--- src/rtl/conv_pe_sr.sv ---
// Streaming KxK convolution PE: serial kernel load, line-buffer window over a
// row-major pixel stream, one registered multiply-accumulate per valid window.
module conv_pe_sr #(
  parameter int unsigned WIDTH = 9,
  parameter int unsigned ROW_W = 32,
  parameter int unsigned K     = 3
) (
  input  logic                 clk,
  input  logic                 rst_n,
  input  logic [WIDTH-1:0]     data_in,
  input  logic [WIDTH-1:0]     weight_in,
  output logic [2*WIDTH-1:0]   data_out
);

  localparam int unsigned PW     = 2 * WIDTH;
  localparam int unsigned KK     = K * K;
  localparam int unsigned SR_LEN = (K - 1) * ROW_W + K;
  localparam int unsigned CW     = (ROW_W > 1) ? $clog2(ROW_W) : 1;
  localparam int unsigned RW     = (K > 1) ? $clog2(K) : 1;
  localparam int unsigned WCW    = $clog2(KK + 1);

  logic [WIDTH-1:0] r_sr [SR_LEN];
  logic [WIDTH-1:0] r_w  [KK];
  logic [CW-1:0]    r_col;
  logic [RW-1:0]    r_row;
  logic [WCW-1:0]   r_wcnt;
  logic             r_win_vld;

  logic [PW-1:0]    w_prod [KK];
  logic [PW-1:0]    w_sum;
  logic             w_col_last;
  logic             w_win_now;

  assign w_col_last = (r_col == CW'(ROW_W - 1));
  assign w_win_now  = (r_row == RW'(K - 1)) && (r_col >= CW'(K - 1));

  // Line buffer: r_sr[0] is the newest pixel, r_sr[k] is the pixel k samples ago.
  always_ff @(posedge clk) begin
    if (!rst_n) begin
      for (int k = 0; k < int'(SR_LEN); k++) r_sr[k] <= '0;
    end else begin
      r_sr[0] <= data_in;
      for (int k = 1; k < int'(SR_LEN); k++) r_sr[k] <= r_sr[k-1];
    end
  end

  // Kernel capture for the first KK samples, then held until reset.
  always_ff @(posedge clk) begin
    if (!rst_n) begin
      for (int k = 0; k < int'(KK); k++) r_w[k] <= '0;
      r_wcnt <= '0;
    end else if (r_wcnt < WCW'(KK)) begin
      for (int k = 0; k < int'(KK); k++) begin
        if (r_wcnt == WCW'(k)) r_w[k] <= weight_in;
      end
      r_wcnt <= r_wcnt + WCW'(1);
    end
  end

  // Column wraps every row; row count saturates once K rows are buffered.
  always_ff @(posedge clk) begin
    if (!rst_n) begin
      r_col     <= '0;
      r_row     <= '0;
      r_win_vld <= 1'b0;
    end else begin
      r_win_vld <= w_win_now;
      r_col     <= w_col_last ? '0 : r_col + CW'(1);
      if (w_col_last && (r_row != RW'(K - 1))) r_row <= r_row + RW'(1);
    end
  end

  // Window element x[i][j] sits (K-1-i) rows and (K-1-j) columns behind the newest pixel.
  always_comb begin
    for (int i = 0; i < int'(K); i++) begin
      for (int j = 0; j < int'(K); j++) begin
        w_prod[i*K+j] = PW'(r_w[i*K+j]) * PW'(r_sr[(K-1-i)*ROW_W + (K-1-j)]);
      end
    end
  end

  // Modulo-2^PW accumulation of the KK products.
  always_comb begin
    w_sum = '0;
    for (int k = 0; k < int'(KK); k++) w_sum = w_sum + w_prod[k];
  end

  // Result register updates only for windows completed on the previous edge.
  always_ff @(posedge clk) begin
    if (!rst_n)         data_out <= '0;
    else if (r_win_vld) data_out <= w_sum;
  end

endmodule

--- config.mk ---
export PLATFORM = sky130hd
export DESIGN_NAME = conv_pe_sr
export DESIGN_NICKNAME = d
export VERILOG_FILES = /design/src/rtl/conv_pe_sr.sv
export SDC_FILE = /design/constraint.sdc
export NUM_CORES = 2
export LEC_CHECK = 0
export CORE_MARGIN = 10
export CORE_UTILIZATION = 55
export CTS_BUF_LIST = sky130_fd_sc_hd__clkbuf_4 sky130_fd_sc_hd__clkbuf_8 sky130_fd_sc_hd__clkbuf_16
export CTS_CLUSTER_DIAMETER = 40
export DETAILED_ROUTE_END_ITERATION = 16
export MAX_ROUTING_LAYER = met4
export PLACE_DENSITY = 0.74
export REMOVE_ABC_BUFFERS = 1
export SYNTH_ARGS = -nofsm -noshare
export SYNTH_HDL_FRONTEND = slang
export SYNTH_SLANG_ARGS = --single-unit
--- constraint.sdc ---
create_clock -name clk -period 13.5 [get_ports clk]
set_input_delay 2.7 -clock clk [delete_from_list [all_inputs] [get_ports clk]]
set_output_delay 2.7 -clock clk [all_outputs]
set_load 0.05 [all_outputs]
After elaboration in Yosys (flattened, before gate mapping)
Memories as Yosys holds them, arrays and structs flattened. Cells that the tools add are included. W data, S select, Z words.

Bits in latches: 0. Memories: 2. Memory bits (read-only): 0. Output and inout port bits: 18. Word-level logic and storage cells: 235. Bits in registers: 30. RAM bits: 684.

Memories: r_sr (depth 67, width 9, rd ports 67, clocked after Yosys merged registers in 0, write ports 67, RTL line 22) `logic [WIDTH-1:0] r_sr [SR_LEN];`; r_w (depth 9, width 9, rd ports 9, clocked after Yosys merged registers in 0, write ports 9, RTL line 23) `logic [WIDTH-1:0] r_w [KK];`.

Equal/unequal tests: 11. $mul: 9. Reduce and logical (&&, ||, !) cells: 4. Shift-type cells: 0. Order comparisons: 2. Mux-type cells: 114. Bitwise operators: 77. Add/subtract/negate cells: 11. Div/mod/pow operators: 0.

Operator list (count): $mux W9 (76); $mul A9 B9 Y18 (9); $add A18 B18 Y18 (8); $or A1 B1 Y1 (76); $mux W1 (38); $eq A4 B3 Y1 const B (4); $eq A4 B2 Y1 const B (2); $add A5 B1 Y5 const B (1); $eq A5 B5 Y1 const B (1); $ge A5 B2 Y1 const B (1); $add A4 B1 Y4 const B (1); $eq A4 B1 Y1 const B (1); $eq A4 B4 Y1 const B (1); $logic_not A4 Y1 (1); $lt A4 B4 Y1 const B (1); $add A2 B1 Y2 const B (1); $eq A2 B2 Y1 const B (1); $logic_and A1 B1 Y1 (2); $ne A2 B2 Y1 const B (1); $reduce_or A2 Y1 (1); $not A1 Y1 (1).

Longest topological paths before layout
Depth after elaboration: 9. Mapped depth: 29.

Worst setup path before layout
OpenSTA, ideal clock, no wires.

Path kind: reg2reg. Start: memory r_w[8][6], in the netlist r_w[0][78]. End: register data_out[15]. Setup time: 0.123 ns. Data required time: 13.377 ns. Arrival time: 7.339 ns. Stages on the path, launching flop included: 29. Slack: 6.039 ns. Buffers on the path: 1. Cells stage by stage: edfxtp_1 -> clkbuf_1 -> nand2_1 -> fa_1 -> inv_1 -> fa_1 -> inv_1 -> fa_1 -> inv_1 -> fa_1 -> fa_1 -> inv_1 -> fa_1 -> fa_1 -> inv_1 -> fa_1 -> fa_1 -> inv_1 -> fa_1 -> inv_1 -> ha_1 -> nor2_1 -> a21oi_1 -> o41a_1 -> o21ai_2 -> o22ai_1 -> a211oi_1 -> xor2_1 -> o21ai_0.

RTL lines: from (decl) (RTL line 23); to (signal assigned) (RTL line 91) `else if (r_win_vld) data_out <= w_sum;`; to (decl) (RTL line 12) `output logic [2*WIDTH-1:0] data_out`.

==> flow_summary.toml <==
[status]
outcome = "finished, final reports clean"

[global_route]
grt_pass1_vias = 27413
antenna_found_initial = 2
grt_pass1_wl_microns = 151000
grt_max_degree = 315
grt.total_usage_pct = 21.7
grt_overflow = 0

[cts]
post_cts_buffers = 0
clk_pin_slew_worst_paths_ps = 60
cts_buffers = 97
ctsHoldBuffers = 0
clkLatencyLatePin_ps = 690
clock_tree.buffer_depth = 3
cts-root-buf = "clkbuf_16"
cts_tree = "built"
cts_sinks = 714
cts_resized = 0
h-tree-depth = 3

[synthesis]
synth_most_common_cell = "and2_1"
synthArstFlopShare_pct = 0
synth_cells = 4092
synth-main-ff-cell = "dfxtp_1"
syn-cell-area_sq_um = 44100
synth_warnings = 0
syn_avg_cell_area_sq_um = 10.8
synthDominantCellAreaShare_pct = 30.2
synth-edff-count = 81
synthTopCellsByCount = "and2_1, inv_1, fa_1"
synth_area_leader_cell = "fa_1"
yosys-top-cells-area = "fa_1, dfxtp_1, and2_1"
ys_seq_elements = 714
ys_types = 43
ys_seq_area_share_pct = 34.3

[floorplanning]
floorplan.initialDensity_pct = 55.6
die_height_microns = 303
io_pins = 38
dieWidth_microns = 303
rows = 103
die_area_sq_um = 91900
core_area_sq_um = 79300

[routing]
drtAntennaViolNets = 0
vias = 25696
vias_per_cell = 4.92
drtIter0Drc = 1723
drc = 0
routed_wl_microns = 92100
dr.pass1.iters = 8
wl_per_cell_microns = 17.6

[finish]
fillCellCount = 6373
multi_input_area_sq_um = 25500
n_antenna_cell = 0
area_growth_pct = 11.0
seq_area_sq_um = 15100
fin_nets = 5045
stdcell_count = 5226
drive_gt1_share_pct = 4.60

[power_and_ir_drop]
power_density_nw_per_um2 = 118
peakVddDrop_uv = 153
cellLeakagePower_uw = 0.0230

[place]
place_congestion = 0.935
port_buffers = 37
dpl.cell_count = 5045
dpl.hpwl_microns = 69800

[flow_run]
cap_violations = 0

[timing]
grt_setup_unrepaired = "false"
setup-violations-final = 0
setup_tns_ps = 0
clock_skew_ps = 47.2
finalHoldViolations = 0
fmax_mhz = 124
finalCriticalPeriod_ps = 8070
finalCritPeriodShare_pct = 59.7
tightest_slew_ps = 1330
slew_headroom_pct = 10.8
drv_slew = 0

[setup_path]
criticalPathCategory = "flip-flop to flip-flop"
cp-end-kind = "flip-flop"
critPathRequiredTime_ps = 13980
reg2reg_setup_slack_ps = 5430
worst_ep_arrival_time_ps = 8550
cp-start-kind = "flip-flop"
crit_fanout = 9

[hold_path]
hp-class = "flip-flop to flip-flop"
[flip-flops by register name, summed over array words and instances (netlist names)]
register   cells
r_sr         603
r_wcnt         4
r_row          2
r_w           81
r_col          5
data_out      18
r_win_vld      1
[per-layer routing]
metal	GRT usage, %	vias up	wire, microns
met5	-	-	0
met4	7.51	0	3250
li1	-	11921	-
met3	3.65	179	5340
met1	29.2	12929	41400
met2	33.1	667	42000
[metrics by stage]
step | hold slack (ps) | util (%) | total power [uW] | instance area, sq um | setup WS [ps]
floorplan | 412 | - | 2830 | 43600 | 6070
detailed placement | 417 | 57.1 | 3070 | 45300 | 5500
CTS | 416 | 61.7 | 5830 | 48900 | 5480
global route | 436 | 61.7 | 6040 | 48900 | 5050
finish | 418 | 61.7 | 5770 | 48900 | 5430
global placement | 413 | 57.1 | 3060 | 45300 | 5580
[placed cells by master, fill, tap and decap left out, types with 10 or more instances in the layout]
master,count
clkbuf_16,102
and2_1,1046
nand2_1,320
clkbuf_8,12
clkdlybuf4s50_1,36
xnor2_1,37
a21oi_1,11
inv_1,791
fa_1,666
nor2b_1,14
clkbuf_4,10
dfxtp_1,633
ha_1,265
edfxtp_1,81
o21ai_0,14
nor2_1,13
[critical path, cell delays in order, from the launching register on]
cell,delay [ps]
edfxtp_1,530
and2_1,220
fa_1,530
inv_1,50
fa_1,480
fa_1,550
inv_1,50
fa_1,500
inv_1,80
fa_1,640
fa_1,480
fa_1,610
fa_1,440
fa_1,460
fa_1,490
inv_1,40
ha_1,310
o21ai_0,520
o21ai_0,170
a211oi_1,260
o31ai_1,100
o21ai_0,130
xor2_1,170
o22ai_1,90
[cell type report]
type / count / share of cell area [%]
Clock buffer: 124 / 5.71
Clock inverter: 57 / 1.73
Inverter: 791 / 6.07
Multi-Input combinational cell: 2449 / 52.1
Sequential cell: 714 / 30.9
Tap cell: 1050 / 2.68
Timing Repair Buffer: 41 / 0.854
[kinds of logic after synthesis]
logic type	count (synthesis)	synth area share [%]
and+or+nand+nor	1411	18.1
xor gates and xnor gates	46	0.914
DFF	714	34.3
muxes	8	0.182
adders and majority gates	931	37.8
AOI/OAI and AO/OA	53	0.826
buffers and inverters	929	7.91
[power breakdown]
part / internal, uW / switching [uW]
Clock: 1670 / 1070
Sequential: 2180 / 72.0
Combinational: 306 / 473
Total: 4160 / 1610
[path summary, 6_finish.rpt]
path                      from  cells past startpoint      endpoint
setup / recovery    r_w[0][59]                     23  data_out[14]
setup reg to reg    r_w[0][59]                     23  data_out[14]
hold reg to reg   r_sr[0][420]                      1  r_sr[0][429]
hold / removal    r_sr[0][420]                      1  r_sr[0][429]
No activity file was read; power rests on OpenSTA's default activity.
